===== src/rtl/fetch_ctrl.sv =====
// Instruction-fetch sequencer: owns the fetch PC, captures ROM words into a
// 2-entry queue and hands them to decode over valid/ready.
//
// state   | meaning
// S_RUN   | fetching sequentially from fetchPC while the queue has room
// S_FAULT | fetch halted after out-of-range PC or misaligned redirect
module fetch_ctrl #(
  parameter int          ROM_BYTES = 64,
  parameter logic [31:0] RESET_PC  = 32'h0,
  parameter int          QDEPTH    = 2
) (
  input  logic        clk,
  input  logic        rst,
  output logic [31:0] romAddress,
  input  logic [31:0] romData,
  input  logic        redirectValid,
  input  logic [31:0] redirectPC,
  output logic        outValid,
  input  logic        outReady,
  output logic [31:0] outInstr,
  output logic [31:0] outPC,
  output logic        fetchFault
);

  typedef enum logic {S_RUN, S_FAULT} state_t;

  localparam logic [31:0] LAST_PC = 32'(ROM_BYTES - 4);
  localparam logic [1:0]  FULL    = 2'(QDEPTH);

  state_t      state_q, state_d;
  logic [31:0] pc_q, pc_d;
  logic [1:0]  count_q, count_d;
  logic        head_q, head_d;
  logic [31:0] qpc_q   [2];
  logic [31:0] qinstr_q[2];

  logic        in_range;
  logic        pop;
  logic        enq;
  logic        tail;

  assign in_range   = (pc_q <= LAST_PC);
  assign outValid   = (count_q != 2'd0) && !redirectValid;
  assign pop        = outValid && outReady;
  assign enq        = (state_q == S_RUN) && !redirectValid && in_range &&
                      ((count_q < FULL) || pop);
  // With two slots, (head + count) mod 2 is the tail; when full and popping
  // this lands on the slot being freed, which is exactly what we want.
  assign tail       = head_q ^ count_q[0];

  assign romAddress = pc_q;
  assign fetchFault = (state_q == S_FAULT);
  assign outInstr   = (count_q != 2'd0) ? qinstr_q[head_q] : 32'h0;
  assign outPC      = (count_q != 2'd0) ? qpc_q[head_q]    : 32'h0;

  always_comb begin
    state_d = state_q;
    pc_d    = pc_q;
    count_d = count_q;
    head_d  = head_q;
    if (redirectValid) begin
      count_d = 2'd0;
      head_d  = 1'b0;
      pc_d    = redirectPC;
      state_d = (redirectPC[1:0] != 2'b00) ? S_FAULT : S_RUN;
    end else begin
      if (enq) pc_d = pc_q + 32'd4;
      if (state_q == S_RUN && !in_range) state_d = S_FAULT;
      count_d = count_q + 2'(enq) - 2'(pop);
      if (pop) head_d = ~head_q;
    end
  end

  always_ff @(posedge clk) begin
    if (rst) begin
      state_q <= S_RUN;
      pc_q    <= RESET_PC;
      count_q <= 2'd0;
      head_q  <= 1'b0;
    end else begin
      state_q <= state_d;
      pc_q    <= pc_d;
      count_q <= count_d;
      head_q  <= head_d;
    end
  end

  // Payload needs no reset: outputs are gated by count.
  always_ff @(posedge clk) begin
    if (enq) begin
      qpc_q[tail]    <= pc_q;
      qinstr_q[tail] <= romData;
    end
  end

endmodule

===== config.mk =====
export PLATFORM = sky130hd
export DESIGN_NAME = fetch_ctrl
export DESIGN_NICKNAME = d
export VERILOG_FILES = /design/src/rtl/fetch_ctrl.sv
export SDC_FILE = /design/constraint.sdc
export NUM_CORES = 1
export LEC_CHECK = 0
export ABC_AREA = 1
export BUFFER_PORTS_ARGS = -buffer_cell sky130_fd_sc_hd__buf_4
export CORE_ASPECT_RATIO = 1.4
export CORE_UTILIZATION = 48
export CTS_CLUSTER_DIAMETER = 60
export DETAILED_ROUTE_END_ITERATION = 8
export PLACE_DENSITY = 0.76
export SETUP_SLACK_MARGIN = 0.15
export SLEW_MARGIN = 20
export SYNTH_ARGS = -nofsm -noshare
export SYNTH_HDL_FRONTEND = slang
export SYNTH_SLANG_ARGS = --single-unit

===== constraint.sdc =====
create_clock -name clk -period 3.35 [get_ports clk]
set_clock_uncertainty 0.15 [all_clocks]
set_input_delay 0.1675 -clock clk [delete_from_list [all_inputs] [get_ports clk]]
set_output_delay 0.1675 -clock clk [all_outputs]
set_load 0.005 [all_outputs]

# After elaboration in Yosys (flattened, before gate mapping)
# Memory sizes are Yosys's and may differ from the RTL's. A register that Yosys moved wholly into a read port is not among the register bits.
# Index checks and enable logic that the tools add are counted.
# op_classes
addsub	3
mul	0
div	0
n_lt_le_gt_ge	2
n_eq_ne	0
n_shift	0
n_mux	13
n_bitwise	3
n_reduce_logical	14
# op_table
operator	count
two-way mux 32 bit	4
adder 32 x 3 -> 32 bit (second input constant)	1
less-or-equal comparator 32 x 6 -> 1 bit (second input constant)	1
two-way mux 1 bit	9
nonzero test 2 bit	4
logical AND 1 bit	6
adder 2 x 1 -> 2 bit	1
zero test 1 bit	2
< comparator 2 bit (second input constant)	1
inverter 1 bit	2
OR reduction 2 bit	1
subtractor 2 x 1 -> 2 bit	1
logical OR 1 bit	1
bitwise XOR 1 bit	1
# totals
ff_bits	36
latchBits	0
mem_bits_rw	128
mem_bits_ro	0
inputBits	68
out_inout_bits	98
word_cells	41
mem_count	2
# memory_table
name	words	width	rd	rd_ports_with_merged_regs	write_ports	line	rtl
qinstr_q	2	32	1	1	1	35	logic [31:0] qinstr_q[2];
qpc_q	2	32	1	1	1	34	logic [31:0] qpc_q [2];

# Logic depth before layout (Yosys ltp)
# depth
word_depth	7
depth_mapped	14
ltp_nobuf	12

# Worst setup path after synthesis
# Ideal clock, no wire load.
# synth_timing
path_kind	register to register
from	register pc_q[2], in the netlist romAddress[2]
to	memory qinstr_q[0][0] (enable)
setup_time_ns	0.435
t_arrival_ns	2.815
required_ns	2.765
slack_ns	-0.050
path_stages_with_launch	8
n_path_buf	1
period_less_slack_ns	3.400
path_cell_list	dfxtp_1 ha_1 nand3_1 a21oi_2 nor2_4 nand3_4 buf_8 nor2_2
# synth_between
elab_chain_cells	5
# synth_rtl
element	line	rtl
from (decl)	31	logic [31:0] pc_q, pc_d;
from (signal assigned)	82	pc_q <= pc_d;
less-or-equal comparator 32 x 6 -> 1 bit	42	assign in_range = (pc_q <= LAST_PC);
logical AND 1 bit (2 in series)	45	assign enq = (state_q == S_RUN) && !redirectValid && in_range &&
two-way mux 1 bit	90	if (enq) begin
two-way mux 1 bit (not written as such)	92	qinstr_q[tail] <= romData;
to (decl)	35	
# Every way passes these cells.

# Worst setup path after layout
# layout_timing
from	register pc_q[18], in the netlist romAddress[18]
to	register count_q[1]
# layout_between
elab_chain_cells	5
# layout_rtl
element	line	rtl
less-or-equal comparator 32 x 6 -> 1 bit	42	
logical AND 1 bit (2 in series)	45	
adder 2 x 1 -> 2 bit	69	count_d = count_q + 2'(enq) - 2'(pop);
subtractor 2 x 1 -> 2 bit	69	
to (signal assigned)	83	count_q <= count_d;
to (decl)	32	logic [1:0] count_q, count_d;
# Every way passes these cells.
# A chain may end at the register's enable or synchronous reset.

==> results.yml <==
layout:
  antenna_cells: 0
  stdcell_area_sq_mm: 0.00928
  syn_to_final_growth_pct: 42.8
  drive_above_1_share_pct: 29.5
  final_cells: 988
  fin_nets: 868
setup_path:
  rrSetupSlack_ns: 0.52
  path_cells: "nor2_1 -> nand4_1 -> nor2_1 -> nand3_4 -> ha_1 -> inv_1 -> ha_1 -> xnor2_1 -> or2_2 -> a21oi_1"
  crit_path_end_kind: "flop"
  worst_path_max_delay_cell: "ha_1"
  crit_arrival_ns: 3.02
  critPathTopFamily: "simple AND/OR/NAND/NOR gates"
  crit_start: "romAddress[18]"
  crit_path_max_fanout: 24
  critical_path_depth: 10
  crit_path_end: "count_q[1]"
  worstSetupStartpointType: "flop"
  cp.required_ns: 3.54
  r2r_start: "romAddress[18]"
  r2r-end: "count_q[1]"
  path_buf_inv: 1
  r2r_cells: 10
  crit_type: "flop to flop"
  cp_slowest_stage_delay_ns: 0.46
pwr:
  switchingPower_mw: 0.879
  clkPwrFrac_pct: 42.8
  peakVddDrop_uv: 349
  power_frac_seq_pct: 50.8
  power.total_mw: 4.46
  leakagePower_nw: 3.75
  p_int_mw: 3.58
  comb_power_share_pct: 6.5
  power.density_mw_per_mm2: 481
  switching_share_pct: 19.7
routing:
  dr.pass1.iters: 5
  final_antenna_net_count: 0
  drtIter0Drc: 194
  wl_per_cell_um: 16.9
  viasPerCell: 5.14
  drt-total-wl_um: 16700
  drc: 0
  vias: 5074
grt:
  grt_pass1_wl_um: 25800
  grt_pass1_vias: 5052
  grt_max_degree: 65
  grt.overflow.total: 0
  grt_usage_pct: 24.5
  antenna_found_initial: 0
clock_tree:
  path_clk_slew_ns: 0.06
  clock-sinks: 165
  postCtsSetupBuffers: 0
  tritoncts: "done"
  h-tree-depth: 4
  clk_latency_ns: 0.41
  clk_path_buf_depth: 2
  clock-root-buffer: "clkbuf_16"
  cts_buffers: 17
yosys:
  ys_top_cells_by_count: "166 x nand2_1, 128 x edfxtp_1, 79 x a21oi_1"
  synth_area_sq_mm: 0.00650
  synth_area_leader_cell: "edfxtp_1"
  yosysWarnings: 0
  syn-instance-count: 558
  ys_ff_latch: 165
  synthFlopType: "edfxtp_1"
  synthDistinctLibCells: 31
  yosys-top-cells-area: "edfxtp_1 59%, dfxtp_1 11%, nand2_1 9.6%, a21oi_1 6.1%, nand3_2 2.8%"
  synth_enable_flop_cells: 128
  synth_top_area_share_pct: 59.1
  synth_fp_nets: 629
  seq_area_frac_synth_pct: 70.5
  avgSynthCellArea_sq_um: 11.6
  yosysMostFrequentCell: "nand2_1"
  async_flop_share_pct: 0
floorplan:
  initial_utilization_pct: 50.0
  rows: 49
  dieArea_sq_mm: 0.0140
  die_h_um: 140
  ioPinCount: 166
  core_area_sq_mm: 0.0130
  die_x_um: 100
placed_design:
  gp_congestion: 0.817
  hpwl_um: 9840
  dp_cells: 875
  dpl-instance-area_sq_mm: 0.00788
  portBuffers: 165
  pre_cts_ws_ns: 0.530
timing:
  finalHoldViolCount: 0
  finalSetupViolCount: 0
  tightest_slew_ns: 0.977
  max-slew-margin-rel_pct: 34.8
  post-route-period-util_pct: 84.4
  rsz0062_at_grt: "false"
  slew_viol_final: 0
  tns_ns: 0
  period_needed_ns: 2.83
  fmax_mhz: 354
  fin_ws_ns: 0.523
run:
  max-cap-violations: 0
status:
  status: "complete, no violations"
worst_hold_path:
  worstHoldPathType: "input pin to flop"
stage by stage:
stage | hold WS, ns | util [%]
final | 0.0739 | 71.4
after global routing | 0.0974 | 71.4
after CTS | 0.0511 | 71.4
after detailed placement | 0.205 | 60.7
after global placement | 0.202 | 60.7
after floorplan | 0.0799 | -
layout make-up:
type,count,area (sq um)
clock inverters,11,134
flip-flops and latches,165,4590
multi-input cells,349,1720
repair buffers,252,2120
fillers,900,3720
inverters,12,46.3
well taps,178,223
clock buffers,21,450
state kept, by name, indices dropped and copies added (netlist names), named ones only:
register	count
count_q	2
head_q	1
romAddress	32
qinstr_q	64
fetchFault	1
qpc_q	64
repair_timing:
| action | 4_1_cts | 5_1_grt |
|---|---|---|
| hold buffers | 81 | 0 |
| endpoints found under the hold margin | 99 | 0 |
| gates resized for setup | 0 | 0 |
cells in the final DEF, fill, tap and decap left out:
cell,instances
o21ai_1,3
clkinv_4,1
a22oi_1,2
inv_2,2
clkbuf_16,17
clkinv_1,2
a21oi_2,11
clkinvlp_4,1
nor2_1,36
nand3_1,5
ha_1,3
mux2i_1,1
buf_4,169
buf_12,2
clkbuf_1,3
a21oi_1,79
edfxtp_1,128
nand2_4,1
nand3b_1,1
nand2_2,1
or2_2,1
nor2_4,3
nand3_2,18
or2_1,2
dfxtp_2,1
inv_1,9
bufinv_16,3
dlygate4sd3_1,81
nand3_4,1
nand4_1,2
clkinv_2,5
nand2_1,166
xor2_1,1
dfxtp_1,36
clkbuf_8,1
nor2_2,1
xnor2_1,3
o21ai_0,8
power by group through the flow:
stage	combinational [mW]	sequential, mW	clock [mW]
after global placement	0.204	2.30	0
after CTS	0.284	2.26	1.93
after detailed placement	0.208	2.31	0
final	0.288	2.26	1.91
after floorplan	0.0759	2.30	0
after global routing	0.310	2.27	2.02
routing by layer:
| layer | share of wire (%) | track usage [%] | vias up | wire length, um |
|---|---|---|---|---|
| li1 | - | - | 2402 | - |
| met1 | 38 | 28.8 | 2417 | 6310 |
| met2 | 53 | 41.9 | 211 | 8800 |
| met3 | 6.0 | 5.17 | 44 | 1010 |
| met4 | 3.6 | 12.1 | 0 | 606 |
| met5 | 0 | 0 | - | 0 |
worst min path at each step:
stage,cells after the start,startpoint,slack (ns),to
floorplan,1,rst,0.08,romAddress[31]
CTS,3,redirectValid,0.05,romAddress[29]
global placement,1,romData[26],0.20,qinstr_q[1][26]
detailed placement,1,romData[24],0.21,qinstr_q[1][24]
global route,3,redirectValid,0.1,romAddress[30]
finish,3,redirectValid,0.07,romAddress[25]
cells by family after synthesis:
logic type / share of synthesized area [%]
XOR/XNOR: 0.539
buffers and inverters: 3.12
AND/OR/NAND/NOR: 16.4
multiplexers: 0.154
flip-flops: 70.5
adder cells (fa/ha/maj): 0.578
AO/OA/AOI/OAI: 8.64
tightest hold or removal path, cell delays in order:
cell and delay (ns):
buf_4 0.24, nand2_1 0.10, a21oi_1 0.06
(Power assumes the default switching activity.)
